[src/rtl/ddr3_axi_tester_pkg.sv]
// Shared types and constants for the DDR3 AXI traffic generator/checker.
//   state_e        - top-level sequencer states
//   AXI_BURST_INCR - AxBURST encoding for incrementing bursts
//   AXI_RESP_OKAY  - xRESP encoding for a successful transfer
//   LFSR_TAP*      - feedback taps of the 32-bit pattern generator
//   lfsr_next()    - one step of the pattern sequence
package ddr3_axi_tester_pkg;

  typedef enum logic [2:0] {
    StIdle,
    StWrAddr,
    StWrData,
    StWrResp,
    StRdAddr,
    StRdData,
    StDone
  } state_e;

  localparam logic [1:0] AXI_BURST_INCR = 2'b01;
  localparam logic [1:0] AXI_RESP_OKAY  = 2'b00;

  localparam int unsigned LFSR_TAP0 = 31;
  localparam int unsigned LFSR_TAP1 = 21;
  localparam int unsigned LFSR_TAP2 = 1;
  localparam int unsigned LFSR_TAP3 = 0;

  function automatic logic [31:0] lfsr_next(input logic [31:0] cur);
    return {cur[30:0], cur[LFSR_TAP0] ^ cur[LFSR_TAP1] ^ cur[LFSR_TAP2] ^ cur[LFSR_TAP3]};
  endfunction

endpackage

[src/rtl/ddr3_axi_tester_lfsr.sv]
// 32-bit Fibonacci LFSR producing the test pattern.
//   clk_i     - clock
//   rst_i     - synchronous active-high reset, loads SEED
//   load_i    - reload SEED (wins over advance_i)
//   advance_i - step to the next pattern value
//   value_o   - current pattern value
module ddr3_axi_tester_lfsr
  import ddr3_axi_tester_pkg::*;
#(
  parameter logic [31:0] SEED = 32'hACE1_2345
) (
  input  logic        clk_i,
  input  logic        rst_i,
  input  logic        load_i,
  input  logic        advance_i,
  output logic [31:0] value_o
);

  logic [31:0] value_q;

  always_ff @(posedge clk_i) begin
    if (rst_i || load_i) begin
      value_q <= SEED;
    end else if (advance_i) begin
      value_q <= lfsr_next(value_q);
    end
  end

  assign value_o = value_q;

endmodule

[src/rtl/ddr3_axi_tester.sv]
// AXI4 master that writes an LFSR pattern over a memory region in INCR bursts, reads it
// back, and reports pass/fail, a saturating error count and the first failing address.
//   clk_i, rst_i             - clock, synchronous active-high reset
//   start_i                  - begin a run (honoured only when idle or done)
//   busy_o, done_o, pass_o   - run status; pass_o valid while done_o is high
//   error_count_o            - saturating count of failed beats/responses
//   first_err_addr_o         - byte address of the first error of the run
//   outport_aw*/w*/b*        - AXI write channels
//   outport_ar*/r*           - AXI read channels
module ddr3_axi_tester
  import ddr3_axi_tester_pkg::*;
#(
  parameter logic [31:0] BASE_ADDR  = 32'h0000_0000,
  parameter int unsigned TEST_WORDS = 1024,
  parameter int unsigned BURST_LEN  = 16,
  parameter logic [3:0]  AXI_ID     = 4'h0,
  parameter logic [31:0] LFSR_SEED  = 32'hACE1_2345
) (
  input  logic        clk_i,
  input  logic        rst_i,
  input  logic        start_i,
  output logic        busy_o,
  output logic        done_o,
  output logic        pass_o,
  output logic [15:0] error_count_o,
  output logic [31:0] first_err_addr_o,
  output logic        outport_awvalid_o,
  output logic [31:0] outport_awaddr_o,
  output logic [3:0]  outport_awid_o,
  output logic [7:0]  outport_awlen_o,
  output logic [1:0]  outport_awburst_o,
  input  logic        outport_awready_i,
  output logic        outport_wvalid_o,
  output logic [31:0] outport_wdata_o,
  output logic [3:0]  outport_wstrb_o,
  output logic        outport_wlast_o,
  input  logic        outport_wready_i,
  input  logic        outport_bvalid_i,
  input  logic [1:0]  outport_bresp_i,
  input  logic [3:0]  outport_bid_i,
  output logic        outport_bready_o,
  output logic        outport_arvalid_o,
  output logic [31:0] outport_araddr_o,
  output logic [3:0]  outport_arid_o,
  output logic [7:0]  outport_arlen_o,
  output logic [1:0]  outport_arburst_o,
  input  logic        outport_arready_i,
  input  logic        outport_rvalid_i,
  input  logic [31:0] outport_rdata_i,
  input  logic [1:0]  outport_rresp_i,
  input  logic [3:0]  outport_rid_i,
  input  logic        outport_rlast_i,
  output logic        outport_rready_o
);

  localparam logic [7:0]  AxLen      = 8'(BURST_LEN - 1);
  localparam logic [15:0] LastBeat   = 16'(BURST_LEN - 1);
  localparam logic [31:0] LastBurst  = 32'(TEST_WORDS / BURST_LEN - 1);
  localparam logic [31:0] BurstBytes = 32'(BURST_LEN * 4);

  state_e      state_q;
  logic [31:0] addr_q;
  logic [15:0] beat_q;
  logic [31:0] burst_q;
  logic [15:0] err_cnt_q, err_cnt_d;
  logic [31:0] first_err_q;
  logic        busy_q, done_q, pass_q;
  logic        awvalid_q, wvalid_q, wlast_q, bready_q, arvalid_q, rready_q;

  logic [31:0] lfsr;
  logic        lfsr_load, lfsr_advance;
  logic        err_event;
  logic [31:0] err_addr;
  logic        start_ok;
  logic        last_burst;

  assign start_ok   = ((state_q == StIdle) || (state_q == StDone)) && start_i;
  assign last_burst = (burst_q == LastBurst);

  // Reload at run start and again when switching from write to read phase.
  assign lfsr_load    = start_ok || ((state_q == StWrResp) && outport_bvalid_i && last_burst);
  assign lfsr_advance = ((state_q == StWrData) && outport_wready_i) ||
                        ((state_q == StRdData) && outport_rvalid_i);

  ddr3_axi_tester_lfsr #(
    .SEED (LFSR_SEED)
  ) u_lfsr (
    .clk_i     (clk_i),
    .rst_i     (rst_i),
    .load_i    (lfsr_load),
    .advance_i (lfsr_advance),
    .value_o   (lfsr)
  );

  // At most one error per beat/response; the count saturates.
  always_comb begin
    err_event = 1'b0;
    err_addr  = addr_q;
    if ((state_q == StWrResp) && outport_bvalid_i) begin
      err_event = (outport_bresp_i != AXI_RESP_OKAY) || (outport_bid_i != AXI_ID);
    end else if ((state_q == StRdData) && outport_rvalid_i) begin
      err_event = (outport_rdata_i != lfsr) || (outport_rresp_i != AXI_RESP_OKAY) ||
                  (outport_rid_i != AXI_ID) || (outport_rlast_i && (beat_q != LastBeat));
      err_addr  = addr_q + {14'd0, beat_q, 2'b00};
    end
    err_cnt_d = err_cnt_q;
    if (err_event && (err_cnt_q != 16'hFFFF)) begin
      err_cnt_d = err_cnt_q + 16'd1;
    end
  end

  always_ff @(posedge clk_i) begin
    if (rst_i) begin
      state_q     <= StIdle;
      addr_q      <= '0;
      beat_q      <= '0;
      burst_q     <= '0;
      err_cnt_q   <= '0;
      first_err_q <= '0;
      busy_q      <= 1'b0;
      done_q      <= 1'b0;
      pass_q      <= 1'b0;
      awvalid_q   <= 1'b0;
      wvalid_q    <= 1'b0;
      wlast_q     <= 1'b0;
      bready_q    <= 1'b0;
      arvalid_q   <= 1'b0;
      rready_q    <= 1'b0;
    end else begin
      if (err_event) begin
        err_cnt_q <= err_cnt_d;
        if (err_cnt_q == 16'd0) begin
          first_err_q <= err_addr;
        end
      end
      unique case (state_q)
        StIdle, StDone: begin
          if (start_i) begin
            state_q     <= StWrAddr;
            addr_q      <= BASE_ADDR;
            burst_q     <= '0;
            err_cnt_q   <= '0;
            first_err_q <= '0;
            done_q      <= 1'b0;
            pass_q      <= 1'b0;
            busy_q      <= 1'b1;
            awvalid_q   <= 1'b1;
          end
        end
        StWrAddr: begin
          if (outport_awready_i) begin
            awvalid_q <= 1'b0;
            wvalid_q  <= 1'b1;
            wlast_q   <= (LastBeat == 16'd0);
            beat_q    <= '0;
            state_q   <= StWrData;
          end
        end
        StWrData: begin
          if (outport_wready_i) begin
            beat_q <= beat_q + 16'd1;
            if (beat_q == LastBeat) begin
              wvalid_q <= 1'b0;
              wlast_q  <= 1'b0;
              bready_q <= 1'b1;
              state_q  <= StWrResp;
            end else begin
              wlast_q <= ((beat_q + 16'd1) == LastBeat);
            end
          end
        end
        StWrResp: begin
          if (outport_bvalid_i) begin
            bready_q <= 1'b0;
            if (last_burst) begin
              addr_q    <= BASE_ADDR;
              burst_q   <= '0;
              arvalid_q <= 1'b1;
              state_q   <= StRdAddr;
            end else begin
              addr_q    <= addr_q + BurstBytes;
              burst_q   <= burst_q + 32'd1;
              awvalid_q <= 1'b1;
              state_q   <= StWrAddr;
            end
          end
        end
        StRdAddr: begin
          if (outport_arready_i) begin
            arvalid_q <= 1'b0;
            rready_q  <= 1'b1;
            beat_q    <= '0;
            state_q   <= StRdData;
          end
        end
        StRdData: begin
          if (outport_rvalid_i) begin
            beat_q <= beat_q + 16'd1;
            // Only rlast closes a burst; surplus beats keep being checked.
            if (outport_rlast_i) begin
              rready_q <= 1'b0;
              if (last_burst) begin
                busy_q  <= 1'b0;
                done_q  <= 1'b1;
                pass_q  <= (err_cnt_d == 16'd0);
                state_q <= StDone;
              end else begin
                burst_q   <= burst_q + 32'd1;
                addr_q    <= addr_q + BurstBytes;
                arvalid_q <= 1'b1;
                state_q   <= StRdAddr;
              end
            end
          end
        end
        default: state_q <= StIdle;
      endcase
    end
  end

  assign busy_o            = busy_q;
  assign done_o            = done_q;
  assign pass_o            = pass_q;
  assign error_count_o     = err_cnt_q;
  assign first_err_addr_o  = first_err_q;

  assign outport_awvalid_o = awvalid_q;
  assign outport_awaddr_o  = addr_q;
  assign outport_awid_o    = AXI_ID;
  assign outport_awlen_o   = AxLen;
  assign outport_awburst_o = AXI_BURST_INCR;

  assign outport_wvalid_o  = wvalid_q;
  assign outport_wdata_o   = lfsr;
  assign outport_wstrb_o   = 4'hF;
  assign outport_wlast_o   = wlast_q;

  assign outport_bready_o  = bready_q;

  assign outport_arvalid_o = arvalid_q;
  assign outport_araddr_o  = addr_q;
  assign outport_arid_o    = AXI_ID;
  assign outport_arlen_o   = AxLen;
  assign outport_arburst_o = AXI_BURST_INCR;

  assign outport_rready_o  = rready_q;

endmodule

[config.mk]
export PLATFORM = sky130hd
export DESIGN_NAME = ddr3_axi_tester
export DESIGN_NICKNAME = d
export VERILOG_FILES = /design/src/rtl/ddr3_axi_tester_pkg.sv /design/src/rtl/ddr3_axi_tester_lfsr.sv /design/src/rtl/ddr3_axi_tester.sv
export SDC_FILE = /design/constraint.sdc
export NUM_CORES = 1
export LEC_CHECK = 0
export CAP_MARGIN = 15
export CORE_MARGIN = 5
export CORE_UTILIZATION = 35
export CTS_BUF_LIST = sky130_fd_sc_hd__clkbuf_2 sky130_fd_sc_hd__clkbuf_4 sky130_fd_sc_hd__clkbuf_8
export DETAILED_ROUTE_END_ITERATION = 10
export PLACE_DENSITY_LB_ADDON = 0.1
export RECOVER_POWER = 25
export SYNTH_ARGS = -nofsm -noshare
export SYNTH_HDL_FRONTEND = slang
export SYNTH_SLANG_ARGS = --single-unit
[constraint.sdc]
create_clock -name clk_i -period 5.7 [get_ports clk_i]
set_input_delay 1.71 -clock clk_i [delete_from_list [all_inputs] [get_ports clk_i]]
set_output_delay 1.71 -clock clk_i [all_outputs]
set_load 0.1 [all_outputs]
### Word-level counts from Yosys, hierarchy flattened

Cells that the tools add are included.

| word-level totals | value |
|---|---|
| register bits | 172 |
| bits of input ports | 53 |
| output and inout bits | 185 |

| cells by class | value |
|---|---|
| $add $sub $neg | 5 |
| eq/ne operators | 24 |
| multiplexer cells | 79 |
| bitwise operators | 3 |
| reductions and logical operators | 41 |

Operator list:

| cell | number |
|---|---|
| $mux 32 | 17 |
| $pmux 32 s3 | 2 |
| $mux 16 | 8 |
| $pmux 16 s4 | 1 |
| $add 16x1->16 const B | 2 |
| $add 32x1->32 const B | 1 |
| $add 32x18->32 | 1 |
| $add 32x7->32 const B | 1 |
| $eq 16x4->1 const B | 2 |
| $eq 32x6->1 const B | 1 |
| $logic_not 16->1 | 2 |
| $ne 32x32->1 | 1 |
| $mux 1 | 31 |
| $mux 3 | 9 |
| $ne 2x2->1 const B | 11 |
| $pmux 3 s6 | 1 |
| $ne 16x16->1 const B | 1 |
| $ne 16x4->1 const B | 1 |
| $reduce_and 5->1 | 3 |
| $pmux 1 s2 | 7 |
| $reduce_and 4->1 | 3 |
| $reduce_bool 2->1 | 6 |
| $reduce_bool 4->1 | 3 |
| $eq 3x3->1 const B | 3 |
| 15 further kinds | 34 |

### Depth between registers and ports, before layout

Gate-level depths: netlist (run 1).

| depth | value |
|---|---|
| word-level depth | 13 |
| gate-level depth with buffers | 11 |

### Modules after synthesis

A second synthesis (run 1) with hierarchy kept.

| unflattened totals | value |
|---|---|
| cells, all modules | 1149 |
| area total of the unflattened synthesis | 9369.0 sq um |

Modules (own cells, without submodules):

| module | instances | cells an instance | area each (sq um) |
|---|---|---|---|
| ddr3_axi_tester | 1 | 1041 | 8199.1 |
| ddr3_axi_tester_lfsr | 1 | 108 | 1169.9 |

### Worst setup path after synthesis (run 1)

Ideal clock, no wire load.

| path | value |
|---|---|
| kind | input to register |
| start | in outport_bresp_i[1] |
| end | reg err_cnt_q[5] (netlist: error_count_o[5]) |
| setup time | 128 ps |
| data arrival time | 3730 ps |
| required time | 5572 ps |
| slack | 1842 ps |
| stages on the path | 10 |
| path buffers | 2 |
| path through | or4_1 o311a_1 nor4_1 nand3_1 nand2_1 buf_4 buf_2 nor3_1 xnor2_1 nor2_1 |

| on the way | value |
|---|---|
| longest elaborated chain between the ends | 8 |

Ends and longest elaborated chain:

| element | RTL line | source |
|---|---|---|
| from (decl) | ddr3_axi_tester.sv:39 | `input logic [1:0] outport_bresp_i,` |
| $reduce_bool 2->1 * | ddr3_axi_tester.sv:100 | `err_event = (outport_bresp_i != AXI_RESP_OKAY) \|\| (outport_bid_i != AXI_ID);` |
| $logic_or 1x1->1 * | ddr3_axi_tester.sv:100 |  |
| $mux 1 * | ddr3_axi_tester.sv:99 | `if ((state_q == StWrResp) && outport_bvalid_i) begin` |
| $logic_and 1x1->1 | ddr3_axi_tester.sv:107 | `if (err_event && (err_cnt_q != 16'hFFFF)) begin` |
| $mux 16 | ddr3_axi_tester.sv:107 |  |
| $mux 16 * | ddr3_axi_tester.sv:130 | `if (err_event) begin` |
| $mux 16 | ddr3_axi_tester.sv:138 | `if (start_i) begin` |
| $mux 16 * | ddr3_axi_tester.sv:136 | `unique case (state_q)` |
| to (signal assigned) | ddr3_axi_tester.sv:131 | `err_cnt_q <= err_cnt_d;` |
| to (decl) | ddr3_axi_tester.sv:65 | `logic [15:0] err_cnt_q, err_cnt_d;` |

Mark *: on every way between the ends. The rest lies on a longest branch, timed or not.
A chain may end at the register's enable or synchronous reset.

### Worst setup path in the final report (run 1)

| path | value |
|---|---|
| start | in outport_rvalid_i |
| end | reg beat_q[5] |

| on the way | value |
|---|---|
| longest elaborated chain between the ends | 2 |

Ends and longest elaborated chain:

| element | RTL line | source |
|---|---|---|
| from (decl) | ddr3_axi_tester.sv:48 | `input logic outport_rvalid_i,` |
| $ne 2x2->1 (no source line) | -- |  |
| $reduce_and 5->1 (no source line) | -- |  |
| to (signal assigned) | ddr3_axi_tester.sv:161 | `beat_q <= beat_q + 16'd1;` |
| to (signal assigned) | ddr3_axi_tester.sv:198 | `beat_q <= beat_q + 16'd1;` |
| to (decl) | ddr3_axi_tester.sv:63 | `logic [15:0] beat_q;` |

No other way between the ends.

==> out/metrics.csv, run 1 <==
stage;metric;value;unit
run_status;result of the run;finished with violations;
run_status;violations in the final reports;capacitance limit, slew limit;
timing;Max Clk Rate;212.6;MHz
yosys;cell types with the largest area share after synthesis;sky130_fd_sc_hd__dfxtp_1 (36%), sky130_fd_sc_hd__xnor2_1 (8.2%), sky130_fd_sc_hd__nor2_1 (6.1%), sky130_fd_sc_hd__buf_4 (5.8%), sky130_fd_sc_hd__nand2_1 (5.4%);
worst_setup_path;endpoint required time on the critical path;6.03;ns
yosys;area share of fa/ha/maj cells after synthesis;2.407;%
yosys;most frequent cells after synthesis;sky130_fd_sc_hd__dfxtp_1 (166), sky130_fd_sc_hd__nor2_1 (151), sky130_fd_sc_hd__nand2_1 (135);
yosys;fraction of synthesized area in multiplexers;0.6553;%
grt;total routing resource utilization after global routing;17.96;%
timing;part of the cycle the worst path needs;82.52;%
route;wire length per cell after detailed routing;16.79;µm
yosys;dominant combinational cell family by area after synthesis;simple AND/OR/NAND/NOR gates;
worst_setup_path;worst-path fanout max;34;
timing;Hold Fails Final Rpt;0;
worst_setup_path;worst reg2reg path startpoint;state_q[0]$_SDFFE_PP0P_;
worst_setup_path;slowest cell delay on critical path;1.39;ns
route;Iteration-0 DRC Markers;643;
clock_tree;setup fix buffers added after clock tree synthesis;0;
place;port bufs;193;
timing;Final min period;4.704;ns
yosys;number of enable flip-flop cells after synthesis;0;
timing;worst rel slew slack;-15.23;%
route;ANT nets after route;0;
route;count of vias placed by the detailed router;8638;
timing;final setup fails;0;
timing;Max Transition Viols Final;25;
yosys;number of different library cells in the post-synthesis netlist;63;
clock_tree;clock network latency to the later pin of the worst-skew pair;0.47;ns
worst_setup_path;data arrival time of the worst path;5.04;ns
grt;overflow left after global routing;0;
yosys;area fraction of the dominant cell type after synthesis;35.52;%
worst_setup_path;cell with the largest stage delay on the worst path;sky130_fd_sc_hd__nor2b_1;
yosys;cell taking the most area after synthesis;sky130_fd_sc_hd__dfxtp_1;
floorplan;row count;59;
yosys;Async SR Flop Fraction;0;%
grt;first-pass GRT wire length;44790;µm
timing;Max Clock Skew;0.01901;ns
power_and_ir_drop;peak supply drop;0.1406;mV
worst_setup_path;setup slack of the worst register-to-register path;1.97;ns
grt;maximum number of pins on one net before global-route repair;71;
place;Routability Congestion;0.8470;
floorplan;full die area;30100;µm²
clock_tree;clock tree root buffer cell;sky130_fd_sc_hd__clkbuf_8;
worst_setup_path;critical path class;input pin to register;
worst_hold_path;Worst Hold End;first_err_addr_o[5]$_SDFF_PP0_;
finish;antenna cell count;0;
finish;core utilization of the finished layout;44.34;%
route;post-detailed-route DRC marker count;0;
clock_tree;maximum buffer depth of the clock tree;2;
clock_tree;CTS sink cnt;166;
yosys;post-synthesis cell area;9355;µm²
grt;met3 usage in global routing;4.733;%
route;vias per cell;5.163;
grt;peak-usage layer in the global routing report;met2;
floorplan;I/O pin cnt;238;
yosys;most frequent cell after synthesis;sky130_fd_sc_hd__dfxtp_1;
clock_tree;clock input transition at the sequential cells of the worst setup and hold paths;0.09;ns
flow_run;max-cap violation count;2;
place;DP HPWL;20650;µm
route;router iterations before antenna repair;5;
yosys;most frequently used flop master after synthesis;sky130_fd_sc_hd__dfxtp_1;
worst_setup_path;list of cells traversed by the critical path;dlygate4sd3_1 -> and3_1 -> nor2b_1 -> buf_4 -> nor2_1 -> o21ai_0 -> a21oi_1;
floorplan;initial cell density of the core;35.70;%
timing;total negative slack;0;ns
worst_setup_path;kind of end point of the critical path;register;
yosys;Synth Instances;1187;
route;overall routed net length;28100;µm
power_and_ir_drop;pwr/cell area;281.7;nW/µm²
finish;number of nets in the layout;1397;
floorplan;die width;173.5;µm
clock_tree;clock buffer count from CTS;17;
timing;Worst Tran Pin Value;1.725;ns
clock_tree;cells resized by post-CTS repair;0;
yosys;xor/xnor cell area share of the yosys netlist;12.26;%
worst_setup_path;end of the worst register-to-register path;beat_q[5]$_SDFFE_PP0P_;
yosys;total of flip-flops plus latches after synthesis;166;
worst_setup_path;depth of the worst register-to-register path;7;
clock_tree;cts-stage hold buffer count;0;
floorplan;vertical extent of the die;173.5;µm
yosys;Mapped Avg Cell Area;7.881;µm²
timing;RSZ-0062 raised after global routing;no;
yosys;Synth Area in Compound Gates;13.37;%
finish;synthesis-to-finish area growth;24.21;%
power_and_ir_drop;Leakage;4.116;nW
grt;vias in the first global route;8080;
clock_tree;CTS tree;yes;
yosys;fraction of the mapped netlist area in simple logic gates;26.99;%
grt;fraction of met2 tracks used by global routing;28.32;%
grt;met1 Track Usage GR;24.88;%
clock_tree;H-tree level count;4;
worst_hold_path;hold path cells;2;
yosys;share of the yosys chip area belonging to registers;35.52;%
worst_hold_path;path class of the lowest-slack min-delay path;register to register;
finish;fraction of layout cells with a size suffix above 1;4.410;%
floorplan;area of the core;26210;µm²
worst_setup_path;startpoint class of the critical path;input pin;
yosys;warnings from Yosys;0;
worst_hold_path;hold_sp;first_err_addr_o[5]$_SDFF_PP0_;
grt;antenna violations before repair;1;
==> cell type report <==
class | count | area, µm²
clock inverters | 14 | 186.4
repair buffers | 204 | 2011
clock buffers | 17 | 234.0
flip-flops and latches | 166 | 3323
inverters | 18 | 67.56
fillers | 2661 | 14590
well taps | 335 | 419.2
multi-input cells | 919 | 5379
==> critical path, delay by kind of cell <==
| kind | cells | cell delay (ns) |
|---|---|---|
| simple gates | 3 | 1.90 |
| buf+inv | 2 | 1.17 |
| compound gates | 2 | 0.23 |
==> layout by cell type (no fill, tap or decap), types with 25 or more instances in the layout <==
cell,n
sky130_fd_sc_hd__o21ai_0,33
sky130_fd_sc_hd__nand3_1,62
sky130_fd_sc_hd__conb_1,44
sky130_fd_sc_hd__xor2_1,43
sky130_fd_sc_hd__nand4_1,37
sky130_fd_sc_hd__xnor2_1,88
sky130_fd_sc_hd__dfxtp_1,166
sky130_fd_sc_hd__clkdlybuf4s50_1,187
sky130_fd_sc_hd__nor4_1,25
sky130_fd_sc_hd__a21oi_1,79
sky130_fd_sc_hd__nor2_1,151
sky130_fd_sc_hd__nand2_1,135
sky130_fd_sc_hd__nor3_1,35
==> cell families after synthesis <==
family          count (synthesis)
buf+inv                       144
simple gates                  524
flops                         166
fa+ha+maj                      18
compound gates                196
xor+xnor                      131
mux                             6
other cells                     2
==> power by group <==
group          switching [mW]  internal [mW]
Clock                   0.490          0.444
Sequential             0.0756           1.21
Combinational           0.804          0.254
Total                    1.37           1.90
==> layer usage <==
| metal | vias to the layer above | routed length (µm) |
|---|---|---|
| met5 | - | 7 |
| met4 | 2 | 279 |
| met3 | 28 | 1790 |
| met2 | 249 | 12350 |
| met1 | 4041 | 13670 |
| li1 | 4318 | - |
==> worst max path at each step <==
stage,startpoint,endpoint,slack [ns],depth (start not counted)
final,outport_rvalid_i,beat_q[5]$_SDFFE_PP0P_,1.0,7
after global placement,outport_bresp_i[1],pass_o$_SDFFE_PP0P_,0.96,10
after detailed placement,outport_bresp_i[1],pass_o$_SDFFE_PP0P_,0.92,10
after floorplan,outport_bresp_i[1],error_count_o[5]$_SDFF_PP0_,1.84,10
after global routing,outport_rvalid_i,u_lfsr.value_o[0]$_SDFFE_PP1P_,0.77,7
after CTS,outport_bresp_i[1],pass_o$_SDFFE_PP0P_,1.40,10
==> sequential cells by signal (all words and copies together) (netlist names), 3 cells and up <==
register / cells
state_q: 3
u_lfsr.value_o: 32
error_count_o: 16
outport_araddr_o: 26
first_err_addr_o: 32
beat_q: 16
burst_q: 32
==> metrics by stage <==
step           total power, mW  instances  area (µm²)  hold slack [ns]  worst slack, ns
3_5_place_dp             2.372       1642       11210           0.4480           0.9221
3_3_place_gp             2.371       1642       11210           0.4406           0.9589
6_report                 3.274       1673       11620           0.4546           0.9965
5_1_grt                  3.430       1673       11620           0.4749           0.7748
4_1_cts                  3.312       1673       11630           0.4621            1.403
2_1_floorplan            2.129       1229        9513           0.4520            1.842
No activity file was read; power rests on OpenSTA's default activity.
==> inputs of run 2 (changes only) <==
clock period = 4.2 ns   (was 5.7 ns; I/O delays follow)
==> run 2 against run 1 <==
Effect of this change:
- the flow now finishes without violations
- routed wire length shrank 1.1%
- critical path depth is the same
- sequential power grew 36%
- worst hold slack gained 0.0050 ns
- utilization is essentially flat
- sequential share of layout area is essentially flat
- global-route usage shrank 0.079 points
- die area is the same
- non-clock buffer count grew 16
- clock power grew 35%
- clock-buffer cell count is the same
- critical path type unchanged
==> out/metrics.csv, run 2 (synthesized netlist as in run 1, its figures left out) <==
stage;metric;value;unit
place;DP HPWL;20670;µm
clock_tree;clock buffer count from CTS;17;
clock_tree;CTS tree;yes;
worst_setup_path;worst-path fanout max;35;
floorplan;die width;173.5;µm
worst_setup_path;slowest cell delay on critical path;1.16;ns
grt;first-pass GRT wire length;44630;µm
flow_run;max-cap violation count;0;
clock_tree;H-tree level count;4;
finish;antenna cell count;0;
timing;final setup fails;0;
route;post-detailed-route DRC marker count;0;
worst_setup_path;kind of end point of the critical path;register;
clock_tree;clock network latency to the later pin of the worst-skew pair;0.46;ns
timing;Hold Fails Final Rpt;0;
timing;RSZ-0062 raised after global routing;no;
timing;Worst Tran Pin Value;1.466;ns
route;count of vias placed by the detailed router;8553;
route;ANT nets after route;0;
floorplan;vertical extent of the die;173.5;µm
clock_tree;clock tree root buffer cell;sky130_fd_sc_hd__clkbuf_8;
timing;total negative slack;0;ns
power_and_ir_drop;peak supply drop;0.1765;mV
clock_tree;cells resized by post-CTS repair;0;
timing;setup slack after layout;0.4581;ns
timing;worst rel slew slack;1.827;%
power_and_ir_drop;pwr/cell area;383.5;nW/µm²
power_and_ir_drop;Leakage;4.146;nW
clock_tree;setup fix buffers added after clock tree synthesis;0;
timing;part of the cycle the worst path needs;89.09;%
place;setup slack after placement;0.2062;ns
clock_tree;maximum buffer depth of the clock tree;2;
worst_setup_path;data arrival time of the worst path;4.11;ns
route;overall routed net length;27790;µm
place;Routability Congestion;0.8373;
clock_tree;clock input transition at the sequential cells of the worst setup and hold paths;0.10;ns
floorplan;area of the core;26210;µm²
timing;Max Clock Skew;0.01905;ns
grt;vias in the first global route;7978;
floorplan;row count;59;
grt;maximum number of pins on one net before global-route repair;71;
power_and_ir_drop;final total power;4.451;mW
timing;Final min period;3.742;ns
worst_setup_path;list of cells traversed by the critical path;dlygate4sd3_1 -> and3_1 -> clkbuf_1 -> nor2b_2 -> buf_12 -> nand2_1 -> a21oi_1;
clock_tree;cts-stage hold buffer count;0;
finish;number of nets in the layout;1413;
finish;fraction of layout cells with a size suffix above 1;5.391;%
run_status;result of the run;finished clean;
worst_setup_path;cell with the largest stage delay on the worst path;sky130_fd_sc_hd__nor2b_2;
place;port bufs;193;
timing;Max Transition Viols Final;0;
floorplan;full die area;30100;µm²
worst_setup_path;critical path class;input pin to register;
worst_setup_path;startpoint class of the critical path;input pin;
clock_tree;CTS sink cnt;166;
grt;overflow left after global routing;0;
route;router iterations before antenna repair;5;
finish;synthesis-to-finish area growth;24.07;%
grt;total routing resource utilization after global routing;17.88;%
finish;most common library cell in the layout ignoring fill and taps;sky130_fd_sc_hd__dfxtp_1;
worst_setup_path;endpoint required time on the critical path;4.57;ns
floorplan;initial cell density of the core;35.70;%
route;Iteration-0 DRC Markers;508;
route;wire length per cell after detailed routing;16.45;µm
timing;Max Clk Rate;267.2;MHz
floorplan;I/O pin cnt;238;
worst_hold_path;path class of the lowest-slack min-delay path;register to register;
finish;highest-count cells in the layout ignoring fill and taps;sky130_fd_sc_hd__dfxtp_1 (166), sky130_fd_sc_hd__clkdlybuf4s50_1 (163), sky130_fd_sc_hd__nor2_1 (151);
grt;antenna violations before repair;0;
route;vias per cell;5.064;
[run 2: worst max-delay path: cells and delay by family]
family	cells	cell delay, ns
AND/OR/NAND/NOR	3	1.55
buffers and inverters	3	1.15
AO/OA/AOI/OAI	1	0.13
[run 2: final timing paths]
path,startpoint,end,slack (ns),depth (start not counted)
setup / recovery,outport_rvalid_i,u_lfsr.value_o[17]$_SDFFE_PP0P_,0.46,7
hold / removal,first_err_addr_o[3]$_SDFF_PP0_,first_err_addr_o[3]$_SDFF_PP0_,0.46,2
setup reg to reg,burst_q[6]$_SDFFE_PP0P_,outport_araddr_o[12]$_SDFFE_PP0P_,1.01,9
hold reg to reg,first_err_addr_o[3]$_SDFF_PP0_,first_err_addr_o[3]$_SDFF_PP0_,0.46,2
[run 2: final cells by class]
cell class	instances	area, µm²
sequential	166	3323
fill	2701	14600
clock buffer	17	234.0
timing repair buffer	220	2004
clock inverter	14	186.4
tap	335	419.2
multi-input combinational	919	5373
inverter	18	67.56
[run 2: layer usage]
metal	up-vias	global-route usage (%)	wire, µm
li1	4335	-	-
met1	3962	25.53	13670
met2	243	27.50	12120
met3	13	4.776	1809
met4	0	3.093	187
met5	-	0	0
[run 2: power by group]
group,leakage (nW),internal [mW],switching [mW]
logic,2.60,0.363,1.09
registers,1.34,1.64,0.0994
clock network,0.206,0.602,0.654
[run 2: metrics by stage]
step	util (%)	std cells	instance area, µm²	hold WS [ns]
after floorplan	-	1229	9513	0.4520
after global placement	43.19	1658	11320	0.4412
after detailed placement	43.19	1658	11320	0.4478
after CTS	44.79	1689	11740	0.4622
after global routing	44.29	1689	11610	0.4760
final	44.29	1689	11610	0.4595
==> inputs of run 3 (changes only) <==
clock period = 3.39 ns   (was 4.2 ns; I/O delays follow)
==> run 3 against run 2 <==
Effect of this change:
- via count up 1.7%
- setup slack worse by 0.33 ns
- clock-buffer cell count unchanged
- clock power up 27%
- die area unchanged
- worst hold slack better by 0.0013 ns
- utilization down 0.18 points
- critical path type unchanged
==> out/metrics.csv, run 3 (synthesized netlist as in run 1, its figures left out) <==
stage;metric;value;unit
grt;vias in the first global route;8185;
place;DP HPWL;21150;µm
flow_run;max-cap violation count;0;
finish;antenna cell count;0;
grt;maximum number of pins on one net before global-route repair;49;
worst_setup_path;startpoint class of the critical path;input pin;
worst_setup_path;cell with the largest stage delay on the worst path;sky130_fd_sc_hd__or4_1;
power_and_ir_drop;Sw Pwr;2.392;mW
worst_setup_path;worst-path fanout max;11;
worst_setup_path;endpoint required time on the critical path;3.76;ns
route;wire length per cell after detailed routing;16.23;µm
worst_setup_path;Bufs and invs on worst path;2;
route;Iteration-0 DRC Markers;587;
route;overall routed net length;28060;µm
place;Routability Congestion;0.8377;
clock_tree;clock input transition at the sequential cells of the worst setup and hold paths;0.10;ns
floorplan;I/O pin cnt;238;
timing;Worst Hold Margin;0.4608;ns
timing;RSZ-0062 raised after global routing;no;
run_status;result of the run;finished clean;
clock_tree;CTS tree;yes;
route;ANT nets after route;0;
floorplan;die width;173.5;µm
power_and_ir_drop;final total power;5.614;mW
timing;Max Transition Viols Final;0;
route;post-detailed-route DRC marker count;0;
floorplan;area of the core;26210;µm²
clock_tree;clock buffer count from CTS;17;
timing;Hold Fails Final Rpt;0;
grt;antenna violations before repair;0;
route;vias per cell;5.033;
clock_tree;CTS sink cnt;166;
power_and_ir_drop;peak supply drop;0.3020;mV
floorplan;full die area;30100;µm²
timing;Final min period;3.259;ns
power_and_ir_drop;pwr/cell area;485.6;nW/µm²
power_and_ir_drop;switching part of the total power;42.61;%
floorplan;vertical extent of the die;173.5;µm
power_and_ir_drop;part of the total power dissipated in combinational logic;33.5;%
finish;fraction of layout cells with a size suffix above 1;13.70;%
finish;number of nets in the layout;1452;
finish;highest-count cells in the layout ignoring fill and taps;sky130_fd_sc_hd__dfxtp_1 (166), sky130_fd_sc_hd__nor2_1 (151), sky130_fd_sc_hd__nand2_1 (134);
timing;Max Clk Rate;306.8;MHz
timing;worst rel slew slack;15.54;%
route;router iterations before antenna repair;6;
timing;Max Clock Skew;0.02285;ns
finish;synthesis-to-finish area growth;23.58;%
clock_tree;cts-stage hold buffer count;0;
finish;area of all placed cells without fillers;11560;µm²
place;post-detailed-placement cell area;11360;µm²
power_and_ir_drop;Leakage;4.430;nW
finish;multi-input gate area in the final layout;5413;µm²
finish;most common library cell in the layout ignoring fill and taps;sky130_fd_sc_hd__dfxtp_1;
worst_setup_path;data arrival time of the worst path;3.63;ns
grt;total routing resource utilization after global routing;18.17;%
grt;first-pass GRT wire length;45090;µm
clock_tree;maximum buffer depth of the clock tree;2;
floorplan;row count;59;
clock_tree;H-tree level count;4;
worst_setup_path;top cell family by delay on the critical path;simple AND/OR/NAND/NOR gates;
route;count of vias placed by the detailed router;8702;
place;Post-Place Cells;1697;
worst_setup_path;kind of end point of the critical path;register;
clock_tree;clock tree root buffer cell;sky130_fd_sc_hd__clkbuf_8;
floorplan;initial cell density of the core;35.70;%
finish;Post-Layout Cell Count;1729;
power_and_ir_drop;register share of total power;38.1;%
place;port bufs;193;
worst_setup_path;critical path class;input pin to register;
worst_setup_path;list of cells traversed by the critical path;clkdlybuf4s50_1 -> or4_1 -> o311a_4 -> nor4_4 -> nand3_1 -> nand2_2 -> buf_6 -> o2bb2ai_1 -> o2111ai_1 -> o31ai_1;
power_and_ir_drop;total internal power;3.222;mW
grt;overflow left after global routing;0;
clock_tree;setup fix buffers added after clock tree synthesis;0;
worst_setup_path;slowest cell delay on critical path;0.54;ns
timing;Worst Tran Pin Value;1.272;ns
finish;Reg area;3323;µm²
power_and_ir_drop;part of the power in the clock network;28.4;%
finish;FILL cells;2739;
finish;core utilization of the finished layout;44.12;%
worst_hold_path;path class of the lowest-slack min-delay path;register to register;
timing;final setup fails;0;
clock_tree;clock network latency to the later pin of the worst-skew pair;0.47;ns
timing;part of the cycle the worst path needs;96.14;%
-- run 3: power by group through the flow --
| stage | Clock [mW] | Sequential, mW | Combinational (mW) |
|---|---|---|---|
| global route | 1.74 | 2.15 | 2.01 |
| CTS | 1.65 | 2.14 | 1.94 |
| global placement | 0 | 2.19 | 1.93 |
| detailed placement | 0 | 2.18 | 1.93 |
| floorplan | 0 | 2.61 | 0.974 |
| finish | 1.60 | 2.14 | 1.88 |
-- run 3: cell type report --
class | count | area share, %
multi-input cells | 919 | 46.82
flip-flops and latches | 166 | 28.74
repair buffers | 259 | 16.40
well taps | 335 | 3.626
clock buffers | 17 | 2.024
clock inverters | 15 | 1.807
inverters | 18 | 0.5844
-- run 3: worst paths after layout --
kind	start	to	slack, ns	cells after the start
hold / removal	first_err_addr_o[2]$_SDFF_PP0_	first_err_addr_o[2]$_SDFF_PP0_	0.46	2
setup reg to reg	beat_q[0]$_SDFFE_PP0P_	pass_o$_SDFFE_PP0P_	0.42	10
setup / recovery	outport_bresp_i[1]	pass_o$_SDFFE_PP0P_	0.13	10
hold reg to reg	first_err_addr_o[2]$_SDFF_PP0_	first_err_addr_o[2]$_SDFF_PP0_	0.46	2
-- run 3: routing by layer --
layer / up-vias / track usage [%] / share of wire (%)
met4: 0 / 3.392 / 0.60
met2: 252 / 28.31 / 44
li1: 4420 / - / -
met5: - / 0 / 0
met3: 10 / 4.820 / 6.9
met1: 4020 / 25.55 / 48
-- run 3: per-stage QoR --
step                      TNS [ns]  setup WS (ns)
after global placement      -3.509        -0.3129
after CTS                        0         0.1422
after floorplan                  0        0.01187
final                            0         0.1310
after detailed placement    -4.109        -0.3361
after global routing             0       0.001450
-- run 3: worst min-delay path, cell delays in order (launching register included) --
cell	delay, ns
sky130_fd_sc_hd__dfxtp_1	0.32
sky130_fd_sc_hd__nand2_1	0.05
sky130_fd_sc_hd__a21oi_1	0.05
-- run 3: repair_timing --
action	CTS	global route
endpoints found under the setup margin	0	1
resized for setup	0	5
hold endpoints to repair	0	0
